`src/rtl/instr_fetch.sv`:
```
// Fetch stage: owns the PC, reads instr_memory, assembles 1/2-word instructions.
// Optional PC_BOUND_CHECK_EN adds fetch_fault and halts on out-of-range reads.
module instr_fetch #(
    parameter int ADDR_W    = 16,
    parameter int DATA_W    = 16,
    parameter int MEM_DEPTH = 31,
    parameter int RESET_PC  = 0
) (
    input  logic              clock,
    input  logic              reset,
    output logic [ADDR_W-1:0] imem_addr,
    input  logic [DATA_W-1:0] imem_data,
    output logic              instr_valid,
    input  logic              instr_ready,
    output logic [7:0]        opcode,
    output logic [7:0]        operand,
    output logic              has_operand,
    output logic [ADDR_W-1:0] instr_pc,
    input  logic              branch_taken,
    input  logic [ADDR_W-1:0] branch_target,
    output logic              halted
`ifdef PC_BOUND_CHECK_EN
    ,
    output logic              fetch_fault
`endif
);

    localparam logic [7:0] OP_LOADIM = 8'd33;
    localparam logic [7:0] OP_JUMPZ  = 8'd35;
    localparam logic [7:0] OP_JUMPNZ = 8'd39;
    localparam logic [7:0] OP_JUMP   = 8'd40;
    localparam logic [7:0] OP_ENDOP  = 8'd42;

    localparam logic [ADDR_W-1:0] RST_PC = ADDR_W'(RESET_PC);
    localparam logic [ADDR_W-1:0] PC_ONE = {{(ADDR_W-1){1'b0}}, 1'b1};

    typedef enum logic [2:0] {
        S_FETCH,
        S_OPC,
        S_ARG,
        S_HOLD,
        S_HALT
    } state_e;

    state_e            state_q;
    logic [ADDR_W-1:0] pc_q;
    logic [ADDR_W-1:0] instr_pc_q;
    logic [7:0]        opcode_q;
    logic [7:0]        operand_q;
    logic              valid_q;
    logic              has_op_q;
    logic              halted_q;

    logic [7:0]        mem_op;
    logic              two_word_d;
    logic              unused_bits;

    assign mem_op = imem_data[7:0];
    assign unused_bits = ^{imem_data[DATA_W-1:8], MEM_DEPTH[0]};

    always_comb begin
        two_word_d = (mem_op == OP_LOADIM) || (mem_op == OP_JUMPZ) ||
                     (mem_op == OP_JUMPNZ) || (mem_op == OP_JUMP);
    end

`ifdef PC_BOUND_CHECK_EN
    localparam logic [ADDR_W:0] DEPTH_L = (ADDR_W+1)'(MEM_DEPTH);

    logic fault_q;
    logic pc_oob;
    logic tgt_oob;

    assign pc_oob  = {1'b0, pc_q} >= DEPTH_L;
    assign tgt_oob = {1'b0, branch_target} >= DEPTH_L;
    assign fetch_fault = fault_q;
`endif

    always_ff @(posedge clock) begin
        if (reset) begin
            state_q    <= S_FETCH;
            pc_q       <= RST_PC;
            instr_pc_q <= RST_PC;
            opcode_q   <= 8'd0;
            operand_q  <= 8'd0;
            valid_q    <= 1'b0;
            has_op_q   <= 1'b0;
            halted_q   <= 1'b0;
`ifdef PC_BOUND_CHECK_EN
            fault_q    <= 1'b0;
`endif
        end else begin
            unique case (state_q)
                S_FETCH: begin
`ifdef PC_BOUND_CHECK_EN
                    if (pc_oob) begin
                        fault_q  <= 1'b1;
                        halted_q <= 1'b1;
                        state_q  <= S_HALT;
                    end else
`endif
                    begin
                        pc_q    <= pc_q + PC_ONE;
                        state_q <= S_OPC;
                    end
                end
                // imem_data now holds the word at the address issued in FETCH
                S_OPC: begin
                    opcode_q   <= mem_op;
                    instr_pc_q <= pc_q - PC_ONE;
                    has_op_q   <= two_word_d;
                    if (two_word_d) begin
`ifdef PC_BOUND_CHECK_EN
                        if (pc_oob) begin
                            fault_q  <= 1'b1;
                            halted_q <= 1'b1;
                            state_q  <= S_HALT;
                        end else
`endif
                        begin
                            pc_q    <= pc_q + PC_ONE;
                            state_q <= S_ARG;
                        end
                    end else begin
                        operand_q <= 8'd0;
                        valid_q   <= 1'b1;
                        state_q   <= S_HOLD;
                    end
                end
                S_ARG: begin
                    operand_q <= mem_op;
                    valid_q   <= 1'b1;
                    state_q   <= S_HOLD;
                end
                S_HOLD: begin
                    if (instr_ready) begin
                        valid_q <= 1'b0;
                        if (branch_taken) begin
                            pc_q <= branch_target;
                        end
`ifdef PC_BOUND_CHECK_EN
                        if (branch_taken && tgt_oob) begin
                            fault_q  <= 1'b1;
                            halted_q <= 1'b1;
                            state_q  <= S_HALT;
                        end else
`endif
                        if (opcode_q == OP_ENDOP) begin
                            halted_q <= 1'b1;
                            state_q  <= S_HALT;
                        end else begin
                            state_q <= S_FETCH;
                        end
                    end
                end
                S_HALT: begin
                    halted_q <= 1'b1;
                end
            endcase
        end
    end

    assign imem_addr   = pc_q;
    assign instr_valid = valid_q;
    assign opcode      = opcode_q;
    assign operand     = operand_q;
    assign has_operand = has_op_q;
    assign instr_pc    = instr_pc_q;
    assign halted      = halted_q;

endmodule

```
`config.mk`:
```
export PLATFORM = sky130hd
export DESIGN_NAME = instr_fetch
export DESIGN_NICKNAME = d
export VERILOG_FILES = /design/src/rtl/instr_fetch.sv
export SDC_FILE = /design/constraint.sdc
export NUM_CORES = 1
export LEC_CHECK = 0
export CORE_ASPECT_RATIO = 2
export CORE_MARGIN = 1.5
export CORE_UTILIZATION = 48
export CTS_CLUSTER_DIAMETER = 40
export DETAILED_ROUTE_END_ITERATION = 16
export GPL_ROUTABILITY_DRIVEN = 0
export MAX_ROUTING_LAYER = met4
export PLACE_DENSITY = 0.81
export SLEW_MARGIN = 30
export SYNTH_ARGS = -nofsm -noshare
export SYNTH_HDL_FRONTEND = slang
export SYNTH_SLANG_ARGS = --single-unit
export TNS_END_PERCENT = 50
```
`constraint.sdc`:
```
create_clock -name clock -period 3 [get_ports clock]
set_input_delay 0.6 -clock clock [delete_from_list [all_inputs] [get_ports clock]]
set_output_delay 0.6 -clock clock [all_outputs]
set_load 0.005 [all_outputs]
```
==> out/metrics.cfg, run 1 <==
[power_and_ir_drop]
ir_worst_vdd_mv=0.450
p_switching_uw=524
clock_power_share_pct=34.8
p_seq_share_pct=42.9
internal-power_mw=1.38
power.combinational.fraction_pct=22.2
pwr_density_cell_nw_per_um2=482
power.static_leakage_nw=1.36
total_power_mw=1.90
power.switching_fraction_pct=27.5

[critical_path]
reg2regPathDepth=5
worst_path_most_repeated_cell=buf_4
crit_chain=clkdlybuf4s50_1 -> or4b_4 -> buf_4 -> a2111oi_4 -> buf_4 -> o21ai_0 -> o32ai_1
startpoint_type=input pin
critical_path.reg2reg.startpoint=state_q[1]
critPathCaptureType=flip-flop
worstSetupStartpoint=imem_data[4]
crit_type=in2reg
timing.critical_path.buf_inv=3
worstPathRequired_ns=3.21
timing.rr.end=imem_addr[6]
setup.reg_to_reg.worst_slack_ns=0.95
worst-path-stages=7
cp_data_arrival_time_ns=2.78
cpMaxStageDelayCell=or4b_4
worst_path_largest_cell_delay_ns=0.55
crit_path_end=imem_addr[13]
path_delay_family=buffers and inverters
critPathMaxFanout=5

[synthesis]
synth.yosys.warnings=0
ys_async_sr_fraction_pct=0
sequential_area_share_after_synthesis_pct=35.7
syn_avg_cell_area_um2=8.57
synth_edf_count=0
synth.cells.most_frequent=54 x dfxtp_1, 48 x nand2_1, 38 x a21oi_1, 22 x nor2_1, 20 x o21ai_0
yosysUniqueCellTypes=59
mappedNetlistNets=391
yosys.area.top_type=dfxtp_1
post-synth-top-area-fraction_pct=35.7
synth.cell_area_um2=3020
synth_top_flop_cell=dfxtp_1
ys_ff_latch=54
syn_inst=353
synth_most_common_cell=dfxtp_1
top_cells_by_area_synth=dfxtp_1 36%, a21oi_1 6.3%, nand2_1 6.0%

[cts]
tritoncts=built
cts.root.buffer_cell=clkbuf_16
cts_setup_buffers=0
clock_insertion_delay_worst_skew_ns=0.30
holdBufCountCts=0
worst_setup_hold_path_clk_slew_ns=0.07
ctsResizeCount=0
h-tree-depth=2
number_of_buffers_created_by_cts=5
cts_max_path_buffers=2
cts_num_sinks=54

[detailed_routing]
route.detailed.wl_per_inst_um=17.1
drc_violation_count_after_routing=0
first_drt_pass_iteration_count=4
drt_iter0_drc=136
via_count=2971
routed_wirelength_um=8540
count_of_antenna_violating_nets_left_after_detailed_routing=0
avgViaCountPerCell=5.95

[placement]
preCtsSetupSlack_ns=0.146
port_buffers=78
detailed_placement_wirelength_estimate_um=6120
placedInstanceArea_um2=3780
numPlacedInstances=491

[sta]
finalHoldViolCount=0
rsz0062_at_grt=false
timing.final.max_slew_violations=0
final.period_utilization_pct=85.7
post-route-worst-setup-slack_ns=0.430
timing.setup.tns_ns=0
max_freq_ghz=0.389
worst_hold_slack_ns=0.476
worst_slew_pin_slew_ns=0.779
timing.max_slew.rel_slack_pct=48.0
timing.final.setup_violations=0
worst_clock_skew_ns=0.00553
finalWorstPathRequiredPeriod_ns=2.57

[final_layout]
post-route-util_pct=65.2
num_antenna_cells=0
drive_gt1_share_pct=11.1
final_net_count=452
layout.cell_area.non_filler_um2=3950
instances_no_fill=499
area_delta_synth_final_pct=30.5
fillerInstances=502

[die]
design.core.area_um2=6060
num_io_pins=87
die_area_um2=6810
initial_core_util_pct=49.9
die_h_um=115
die_w_um=59.1
rows=40

[run]
max_cap_violations=0

[hold_path]
hp-class=reg2reg

[global_route]
initial_antenna_violation_count=0
grt_pass1_vias=2994
grt_util_all_layers_pct=27.3
grt_overflow_total=0
largest_net_degree_at_the_start_of_global_routing=42
grt_pass1_wl_um=13900

[outcome]
status=complete, no violations

## how the worst min path moves through the flow
| stage | start | endpoint | slack, ns | cells past startpoint |
|---|---|---|---|---|
| after detailed placement | opcode[2] | opcode[2] | 0.46 | 2 |
| after CTS | opcode[2] | opcode[2] | 0.48 | 2 |
| after floorplan | opcode[7] | opcode[7] | 0.46 | 2 |
| final | opcode[2] | opcode[2] | 0.48 | 2 |
| after global routing | opcode[6] | opcode[6] | 0.49 | 2 |
| after global placement | opcode[5] | opcode[5] | 0.46 | 2 |
## cell usage in the layout, fill, tap and decap left out, types with 7 or more instances in the layout
cell type and n:
a21oi_1 38, a221oi_2 8, buf_4 9, clkdlybuf4s50_1 78, dfxtp_1 54, inv_1 9, nand2_1 48, nand3_1 7
nand4_1 10, nor2_1 20, o21ai_0 20, o31a_1 8, o32ai_1 11
## power groups by stage
stage,sequential [mW],combinational (mW),clock [mW]
after detailed placement,0.832,0.422,0
after floorplan,0.816,0.258,0
final,0.817,0.423,0.663
after CTS,0.816,0.425,0.665
after global placement,0.831,0.414,0
after global routing,0.823,0.467,0.692
## logic make-up (layout without fill, tap and decap cells)
| kind of cell | count (synthesis) | after routing | synth area share [%] |
|---|---|---|---|
| simple gates | 127 | 127 | 22.5 |
| compound gates | 115 | 115 | 29.0 |
| flops | 54 | 54 | 35.7 |
| buf+inv | 43 | 105 | 8.48 |
| xor+xnor | 12 | 12 | 3.48 |
| fa+ha+maj | 2 | 2 | 0.827 |
## per-layer routing
metal,up-vias,GRT usage [%],part of all wire [%]
met4,0,15.8,4.0
li1,1438,-,-
met3,31,4.50,5.9
met2,134,47.9,54
met1,1368,27.5,36
met5,-,-,0
## flip-flops by register name, indices dropped and copies added, names as in the netlist
register	count
has_operand	1
halted	1
imem_addr	16
state_q	3
operand	8
instr_valid	1
instr_pc	16
opcode	8
## worst min-delay path, delay by kind of cell (launching register included)
family          cells  cell delay, ns
flops               1            0.32
compound gates      1            0.05
simple gates        1            0.06
## cell type report
type                    instances  area [um2]  area share (%)
clock buffers                   6         129            3.27
clock inverters                 2        37.5           0.951
inverters                       9        33.8           0.856
multi-input cells             256        1690            42.9
flip-flops and latches         54        1080            27.4
well taps                      84         105            2.66
repair buffers                 88         868            22.0
Note: power is estimated with default switching activity, not from simulation.
==> run 2: changes to the inputs <==
--- a/config.mk
+++ b/config.mk
@@ -5,14 +5,15 @@
 export SDC_FILE = /design/constraint.sdc
 export NUM_CORES = 1
 export LEC_CHECK = 0
+export ABC_AREA = 1
 export CORE_ASPECT_RATIO = 2
 export CORE_MARGIN = 1.5
-export CORE_UTILIZATION = 48
+export CORE_UTILIZATION = 47
 export CTS_CLUSTER_DIAMETER = 40
 export DETAILED_ROUTE_END_ITERATION = 16
 export GPL_ROUTABILITY_DRIVEN = 0
 export MAX_ROUTING_LAYER = met4
-export PLACE_DENSITY = 0.81
+export PLACE_DENSITY = 0.8
 export SLEW_MARGIN = 30
 export SYNTH_ARGS = -nofsm -noshare
 export SYNTH_HDL_FRONTEND = slang
==> run 2 against run 1 <==
Net effect:
- flip-flop and latch count unchanged
- combinational power increased by 33%
- fmax increased by 21%
- count of clock-buffer cells in the layout decreased by 1
- via count increased by 8.5%
- register-to-register slack improved by 0.06 ns
- first-iteration DRC count increased by 24%
- utilization decreased by 1.3 points
==> out/metrics.cfg, run 2 <==
[sta]
timing.final.max_slew_violations=0  ; unchanged
rsz0062_at_grt=false  ; unchanged
worst_slew_pin_slew_ns=0.867  ; was 0.779 ns
finalWorstPathRequiredPeriod_ns=2.12  ; was 2.57 ns
post-route-worst-setup-slack_ns=0.885  ; was 0.430 ns
final.period_utilization_pct=70.5  ; was 85.7%
timing.setup.tns_ns=0  ; unchanged
timing.final.setup_violations=0  ; unchanged
finalHoldViolCount=0  ; unchanged
max_freq_ghz=0.473  ; was 0.389 GHz
timing.max_slew.rel_slack_pct=42.2  ; was 48.0%
worst_clock_skew_ns=0.00519  ; was 0.00553 ns

[placement]
placedInstanceArea_um2=3690  ; was 3780 um2
preCtsSetupSlack_ns=0.601  ; was 0.146 ns
port_buffers=78  ; unchanged
numPlacedInstances=566  ; was 491
detailed_placement_wirelength_estimate_um=6250  ; was 6120 um

[power_and_ir_drop]
p_seq_share_pct=42.5  ; was 42.9%
pwr_density_cell_nw_per_um2=528  ; was 482 nW/um2
p_switching_uw=660  ; was 524 uW
clock_power_share_pct=29.7  ; was 34.8%
ir_worst_vdd_mv=0.424  ; was 0.450 mV
power.static_leakage_nw=1.59  ; was 1.36 nW
power.combinational.fraction_pct=27.8  ; was 22.2%
power.switching_fraction_pct=32.6  ; was 27.5%
internal-power_mw=1.37  ; was 1.38 mW

[global_route]
grt_overflow_total=0  ; unchanged
initial_antenna_violation_count=0  ; unchanged
grt_pass1_vias=3012  ; was 2994
grt_util_all_layers_pct=27.1  ; was 27.3%
largest_net_degree_at_the_start_of_global_routing=42  ; unchanged
grt_pass1_wl_um=13500  ; was 13900 um

[critical_path]
worstPathRequired_ns=3.19  ; was 3.21 ns
critPathMaxFanout=21  ; was 5
critPathCaptureType=flip-flop  ; unchanged
cp_data_arrival_time_ns=2.30  ; was 2.78 ns
crit_chain=clkdlybuf4s50_1 -> inv_1 -> o21bai_1 -> nand3_1 -> nand2_1 -> nand2_2 -> inv_2 -> nor2_1 -> nor2_1 -> nor2_1  ; was clkdlybuf4s50_1 -> or4b_4 -> buf_4 -> a2111oi_4 -> buf_4 -> o21ai_0 -> o32ai_1
worst_path_most_repeated_cell=nor2_1  ; was buf_4
crit_type=in2reg  ; unchanged
path_delay_family=buffers and inverters  ; unchanged
timing.critical_path.buf_inv=3  ; unchanged
worst_path_largest_cell_delay_ns=0.50  ; was 0.55 ns
startpoint_type=input pin  ; unchanged
cpMaxStageDelayCell=clkdlybuf4s50_1  ; was or4b_4

[final_layout]
fillerInstances=553  ; was 502
layout.cell_area.non_filler_um2=3840  ; was 3950 um2
most-common-layout-cells=105 x nand2_1, 78 x clkdlybuf4s50_1, 54 x dfxtp_1  ; was 78 x clkdlybuf4s50_1, 54 x dfxtp_1, 48 x nand2_1
instances_no_fill=574  ; was 499
drive_gt1_share_pct=4.70  ; was 11.1%
post-route-util_pct=63.9  ; was 65.2%
final_net_count=548  ; was 452
area_delta_synth_final_pct=32.2  ; was 30.5%
num_antenna_cells=0  ; unchanged
layout_commonest_cell=nand2_1  ; was clkdlybuf4s50_1

[synthesis]
synth.cells.most_frequent=105 x nand2_1, 54 x dfxtp_1, 48 x nor2_1, 47 x nand3_1, 43 x inv_1  ; was 54 x dfxtp_1, 48 x nand2_1, 38 x a21oi_1, 22 x nor2_1, 20 x o21ai_0
synth_edf_count=0  ; unchanged
syn_avg_cell_area_um2=6.55  ; was 8.57 um2
ys_async_sr_fraction_pct=0  ; unchanged
synth_top_flop_cell=dfxtp_1  ; unchanged
post-synth-top-area-fraction_pct=37.3  ; was 35.7%
yosysUniqueCellTypes=30  ; was 59
synth_most_common_cell=nand2_1  ; was dfxtp_1
sequential_area_share_after_synthesis_pct=37.3  ; was 35.7%
syn_inst=443  ; was 353
yosys.area.top_type=dfxtp_1  ; unchanged
top_cells_by_area_synth=dfxtp_1 37%, nand2_1 14%, nand3_1 8.1%  ; was dfxtp_1 36%, a21oi_1 6.3%, nand2_1 6.0%
synth.yosys.warnings=0  ; unchanged
mappedNetlistNets=481  ; was 391
synth.cell_area_um2=2900  ; was 3020 um2
ys_ff_latch=54  ; unchanged

[cts]
tritoncts=built  ; unchanged
number_of_buffers_created_by_cts=5  ; unchanged
h-tree-depth=2  ; unchanged
worst_setup_hold_path_clk_slew_ns=0.07  ; about the same
clock_insertion_delay_worst_skew_ns=0.30  ; about the same
cts_setup_buffers=0  ; unchanged
holdBufCountCts=0  ; unchanged
ctsResizeCount=0  ; unchanged
cts_num_sinks=54  ; unchanged
cts.root.buffer_cell=clkbuf_16  ; unchanged
cts_max_path_buffers=2  ; unchanged

[hold_path]
hp-class=reg2reg  ; unchanged

[die]
rows=40  ; unchanged
die_h_um=114  ; was 115 um
num_io_pins=87  ; unchanged
initial_core_util_pct=48.3  ; was 49.9%
die_w_um=58.6  ; was 59.1 um
design.core.area_um2=6010  ; was 6060 um2
die_area_um2=6680  ; was 6810 um2

[detailed_routing]
via_count=3224  ; was 2971
first_drt_pass_iteration_count=4  ; unchanged
routed_wirelength_um=8470  ; was 8540 um
drt_iter0_drc=168  ; was 136
drc_violation_count_after_routing=0  ; unchanged
route.detailed.wl_per_inst_um=14.7  ; was 17.1 um
avgViaCountPerCell=5.62  ; was 5.95
count_of_antenna_violating_nets_left_after_detailed_routing=0  ; unchanged

[run]
max_cap_violations=0  ; unchanged

[outcome]
status=complete, no violations  ; unchanged

==> run 2: cell types whose count changed in the layout (fill, tap and decap cells not counted), moves of 7 or more <==
| cell | delta |
|---|---|
| nand2_1 | +57 |
| nand3_1 | +40 |
| inv_1 | +34 |
| nor2_1 | +28 |
| o21ai_0 | +14 |
| o32ai_1 | -11 |
| a221oi_2 | -8 |
| o31a_1 | -8 |
| o211ai_1 | +7 |
==> run 2: cells by family (layout without fill, tap and decap cells) <==
kind of cell	after synthesis	count (layout)	share of synthesized area, %
AOI/OAI and AO/OA	93	93	17.6
xor gates and xnor gates	5	5	1.51
adders and majority gates	2	2	0.862
buffers and inverters	69	137	9.70
DFF	54	54	37.3
and+or+nand+nor	220	220	33.1
==> run 2: worst paths after layout <==
| check | startpoint | end | slack [ns] | cells past startpoint |
|---|---|---|---|---|
| worst max-delay path | imem_data[3] | imem_addr[12] | 0.88 | 10 |
| worst min-delay path | has_operand | has_operand | 0.48 | 2 |
| worst max register to register | state_q[1] | imem_addr[3] | 1.01 | 8 |
| worst min register to register | has_operand | has_operand | 0.48 | 2 |
==> run 2: power by group through the flow <==
stage	Clock, mW	Combinational (mW)	Sequential [mW]
global placement	0	0.547	0.874
finish	0.602	0.563	0.862
CTS	0.608	0.562	0.860
floorplan	0	0.332	0.852
global route	0.634	0.627	0.870
detailed placement	0	0.556	0.876
==> run 2: routing by layer <==
| layer | up-vias | wire length [um] | GRT usage, % |
|---|---|---|---|
| met4 | 0 | 496 | 16.3 |
| li1 | 1596 | - | - |
| met5 | - | 0 | - |
| met2 | 121 | 4550 | 48.5 |
| met1 | 1473 | 3060 | 27.1 |
| met3 | 34 | 355 | 2.60 |
==> run 2: worst reg2reg max path, cell delays in order, from the launching register on <==
cell	delay [ns]
dfxtp_1	0.52
nand3_4	0.32
nor2_2	0.23
nor2_4	0.07
nand2_2	0.33
inv_2	0.18
nand2_1	0.10
nand2_1	0.06
a21oi_1	0.14
==> run 2: metrics by stage <==
step,hold slack (ns),power (mW)
floorplan,0.460,1.18
global placement,0.454,1.42
detailed placement,0.470,1.43
CTS,0.484,2.03
global route,0.501,2.13
finish,0.483,2.03
==> run 2: final cells by class <==
class	count	area, um2	area share (%)
inverters	47	176	4.60
clock buffers	5	125	3.26
repair buffers	82	811	21.1
clock inverters	3	25.0	0.652
multi-input cells	320	1540	40.1
flip-flops and latches	54	1080	28.2
well taps	63	78.8	2.05
==> run 3: changes to the inputs <==
--- a/config.mk
+++ b/config.mk
@@ -8,12 +8,12 @@
 export ABC_AREA = 1
 export CORE_ASPECT_RATIO = 2
 export CORE_MARGIN = 1.5
-export CORE_UTILIZATION = 47
+export CORE_UTILIZATION = 43
 export CTS_CLUSTER_DIAMETER = 40
 export DETAILED_ROUTE_END_ITERATION = 16
 export GPL_ROUTABILITY_DRIVEN = 0
 export MAX_ROUTING_LAYER = met4
-export PLACE_DENSITY = 0.8
+export PLACE_DENSITY = 0.77
 export SLEW_MARGIN = 30
 export SYNTH_ARGS = -nofsm -noshare
 export SYNTH_HDL_FRONTEND = slang
==> constraint.sdc (replaced) <==
create_clock -name clock -period 1.9 [get_ports clock]
set_input_delay 0.38 -clock clock [delete_from_list [all_inputs] [get_ports clock]]
set_output_delay 0.38 -clock clock [all_outputs]
set_load 0.005 [all_outputs]
==> run 3 against run 2 <==
Net effect:
- routed wire length rose by 4.4%
- total power increased by 66%
- critical path depth decreased by 9
- combinational power increased by 65%
- utilization fell by 3.0 points
- worst setup slack got worse by 0.83 ns
- design area increased by 4.3%
- flip-flop and latch count unchanged
- final cell count up 6.6%
- non-clock buffer count increased by 13
- sequential share of layout area shrank 1.2 points
- die area rose by 8.9%
==> out/metrics.cfg, run 3 (synthesized netlist as in run 2, its figures left out) <==
[detailed_routing]
first_drt_pass_iteration_count=4  ; unchanged
routed_wirelength_um=8840  ; was 8470 um
drt_iter0_drc=175  ; was 168
drc_violation_count_after_routing=0  ; unchanged
avgViaCountPerCell=5.28  ; was 5.62
count_of_antenna_violating_nets_left_after_detailed_routing=0  ; unchanged
route.detailed.wl_per_inst_um=14.4  ; was 14.7 um
via_count=3230  ; was 3224

[final_layout]
layout.cell_area.non_filler_um2=4000  ; was 3840 um2
num_antenna_cells=0  ; unchanged
final_net_count=561  ; was 548
fillerInstances=607  ; was 553
register_area_um2=1080  ; unchanged
most-common-layout-cells=105 x nand2_1, 78 x clkdlybuf4s50_1, 54 x dfxtp_1  ; unchanged
layout_commonest_cell=nand2_1  ; unchanged
instances_no_fill=612  ; was 574
drive_gt1_share_pct=7.06  ; was 4.70%
area_delta_synth_final_pct=37.9  ; was 32.2%
multiInputGateArea_um2=1540  ; unchanged

[placement]
detailed_placement_wirelength_estimate_um=6570  ; was 6250 um
port_buffers=78  ; unchanged
numPlacedInstances=604  ; was 566
placedInstanceArea_um2=3830  ; was 3690 um2

[critical_path]
timing.rr.end=imem_addr[12]  ; was imem_addr[3]
crit_chain=clkdlybuf4s50_1  ; was clkdlybuf4s50_1 -> inv_1 -> o21bai_1 -> nand3_1 -> nand2_1 -> nand2_2 -> inv_2 -> nor2_1 -> nor2_1 -> nor2_1
path_delay_family=flip-flops  ; was buffers and inverters
crit_path_end=imem_addr[10]  ; was imem_addr[12]
setup.reg_to_reg.worst_slack_ns=0.17  ; was 1.01 ns
worstSetupStartpoint=imem_addr[10]  ; was imem_data[3]
worst-path-stages=1  ; was 10
crit_type=reg2out  ; was in2reg
reg2regPathDepth=10  ; was 8
timing.critical_path.buf_inv=1  ; was 3
critPathMaxFanout=11  ; was 21
worstPathRequired_ns=1.52  ; was 3.19 ns
cpMaxStageDelayCell=dfxtp_1  ; was clkdlybuf4s50_1
startpoint_type=flip-flop  ; was input pin
critPathCaptureType=output port  ; was flip-flop
cp_data_arrival_time_ns=1.47  ; was 2.30 ns
worst_path_largest_cell_delay_ns=0.59  ; was 0.50 ns
critical_path.reg2reg.startpoint=imem_addr[0]  ; was state_q[1]

[run]
max_cap_violations=0  ; unchanged

[power_and_ir_drop]
pwr_density_cell_nw_per_um2=842  ; was 528 nW/um2
power.static_leakage_nw=1.67  ; was 1.59 nW
total_power_mw=3.37  ; was 2.03 mW
ir_worst_vdd_mv=0.727  ; was 0.424 mV

[cts]
clock_insertion_delay_worst_skew_ns=0.30  ; about the same
h-tree-depth=2  ; unchanged
cts_max_path_buffers=2  ; unchanged
cts_setup_buffers=0  ; unchanged
number_of_buffers_created_by_cts=5  ; unchanged
worst_setup_hold_path_clk_slew_ns=0.07  ; about the same
ctsResizeCount=0  ; unchanged
cts.root.buffer_cell=clkbuf_16  ; unchanged
tritoncts=built  ; unchanged
holdBufCountCts=0  ; unchanged
cts_num_sinks=54  ; unchanged

[outcome]
status=complete, no violations  ; unchanged

[sta]
timing.final.max_slew_violations=0  ; unchanged
worst_clock_skew_ns=0.00961  ; was 0.00519 ns
timing.max_slew.rel_slack_pct=70.9  ; was 42.2%
worst_slew_pin_slew_ns=0.436  ; was 0.867 ns
final.period_utilization_pct=97.3
timing.final.setup_violations=0  ; unchanged
worst_hold_slack_ns=0.479  ; was 0.483 ns
rsz0062_at_grt=false  ; unchanged
finalHoldViolCount=0  ; unchanged
finalWorstPathRequiredPeriod_ns=1.85
max_freq_ghz=0.541

[global_route]
initial_antenna_violation_count=0  ; unchanged
grt_pass1_wl_um=14200  ; was 13500 um
largest_net_degree_at_the_start_of_global_routing=29  ; was 42
grt_overflow_total=0  ; unchanged
grt_util_all_layers_pct=26.3  ; was 27.1%
grt_pass1_vias=3184  ; was 3012

[die]
rows=42  ; was 40
num_io_pins=87  ; unchanged
die_area_um2=7280  ; was 6680 um2
design.core.area_um2=6570  ; was 6010 um2
die_h_um=119  ; was 114 um
die_w_um=61.1  ; was 58.6 um
initial_core_util_pct=44.2  ; was 48.3%

[hold_path]
hp-class=reg2reg  ; unchanged

==> run 3: cell types whose count changed in the layout (fill, tap and decap cells not counted), sizes merged <==
cell	delta
buf	+13
bufinv	+1
clkinvlp	-1
==> run 3: report_power, final <==
part	total [mW]	switching [mW]	internal (mW)
Combinational	0.931	0.479	0.453
Clock	1.08	0.446	0.630
Sequential	1.36	0.118	1.24
==> run 3: worst min-delay path by stage <==
stage	start	endpoint	slack, ns	cells after the start
3_5_place_dp	opcode[0]	opcode[0]	0.47	2
6_report	operand[6]	operand[6]	0.48	2
5_1_grt	has_operand	has_operand	0.51	2
3_3_place_gp	has_operand	has_operand	0.46	2
2_1_floorplan	reset	imem_addr[5]	0.45	1
4_1_cts	has_operand	has_operand	0.48	2
==> run 3: stage by stage <==
step | setup slack, ns | utilization [%] | TNS, ns
after floorplan | 0.473 | - | 0
after global placement | 0.00929 | 58.3 | 0
after detailed placement | -0.0215 | 58.3 | -0.0466
after CTS | 0.0487 | 60.9 | 0
after global routing | 0.0206 | 60.9 | 0
final | 0.0515 | 60.9 | 0
==> run 3: per-layer routing <==
layer / track usage, % / up-vias / wire length, um
li1: - / 1611 / -
met1: 25.8 / 1457 / 3250
met2: 45.8 / 130 / 4680
met3: 3.15 / 32 / 380
met4: 16.6 / 0 / 530
met5: - / - / 0
==> run 3: layout make-up <==
class / instances / area share (%)
Inverter: 47 / 4.41
Timing Repair Buffer: 95 / 23.0
Clock buffer: 5 / 3.13
Multi-Input combinational cell: 320 / 38.5
Tap cell: 88 / 2.75
Clock inverter: 3 / 1.19
Sequential cell: 54 / 27.0
==> run 3: worst min-delay path, cell delays in order, from the launching register on <==
cell     delay (ns)
dfxtp_1        0.31
nand3_1        0.07
a21oi_1        0.05
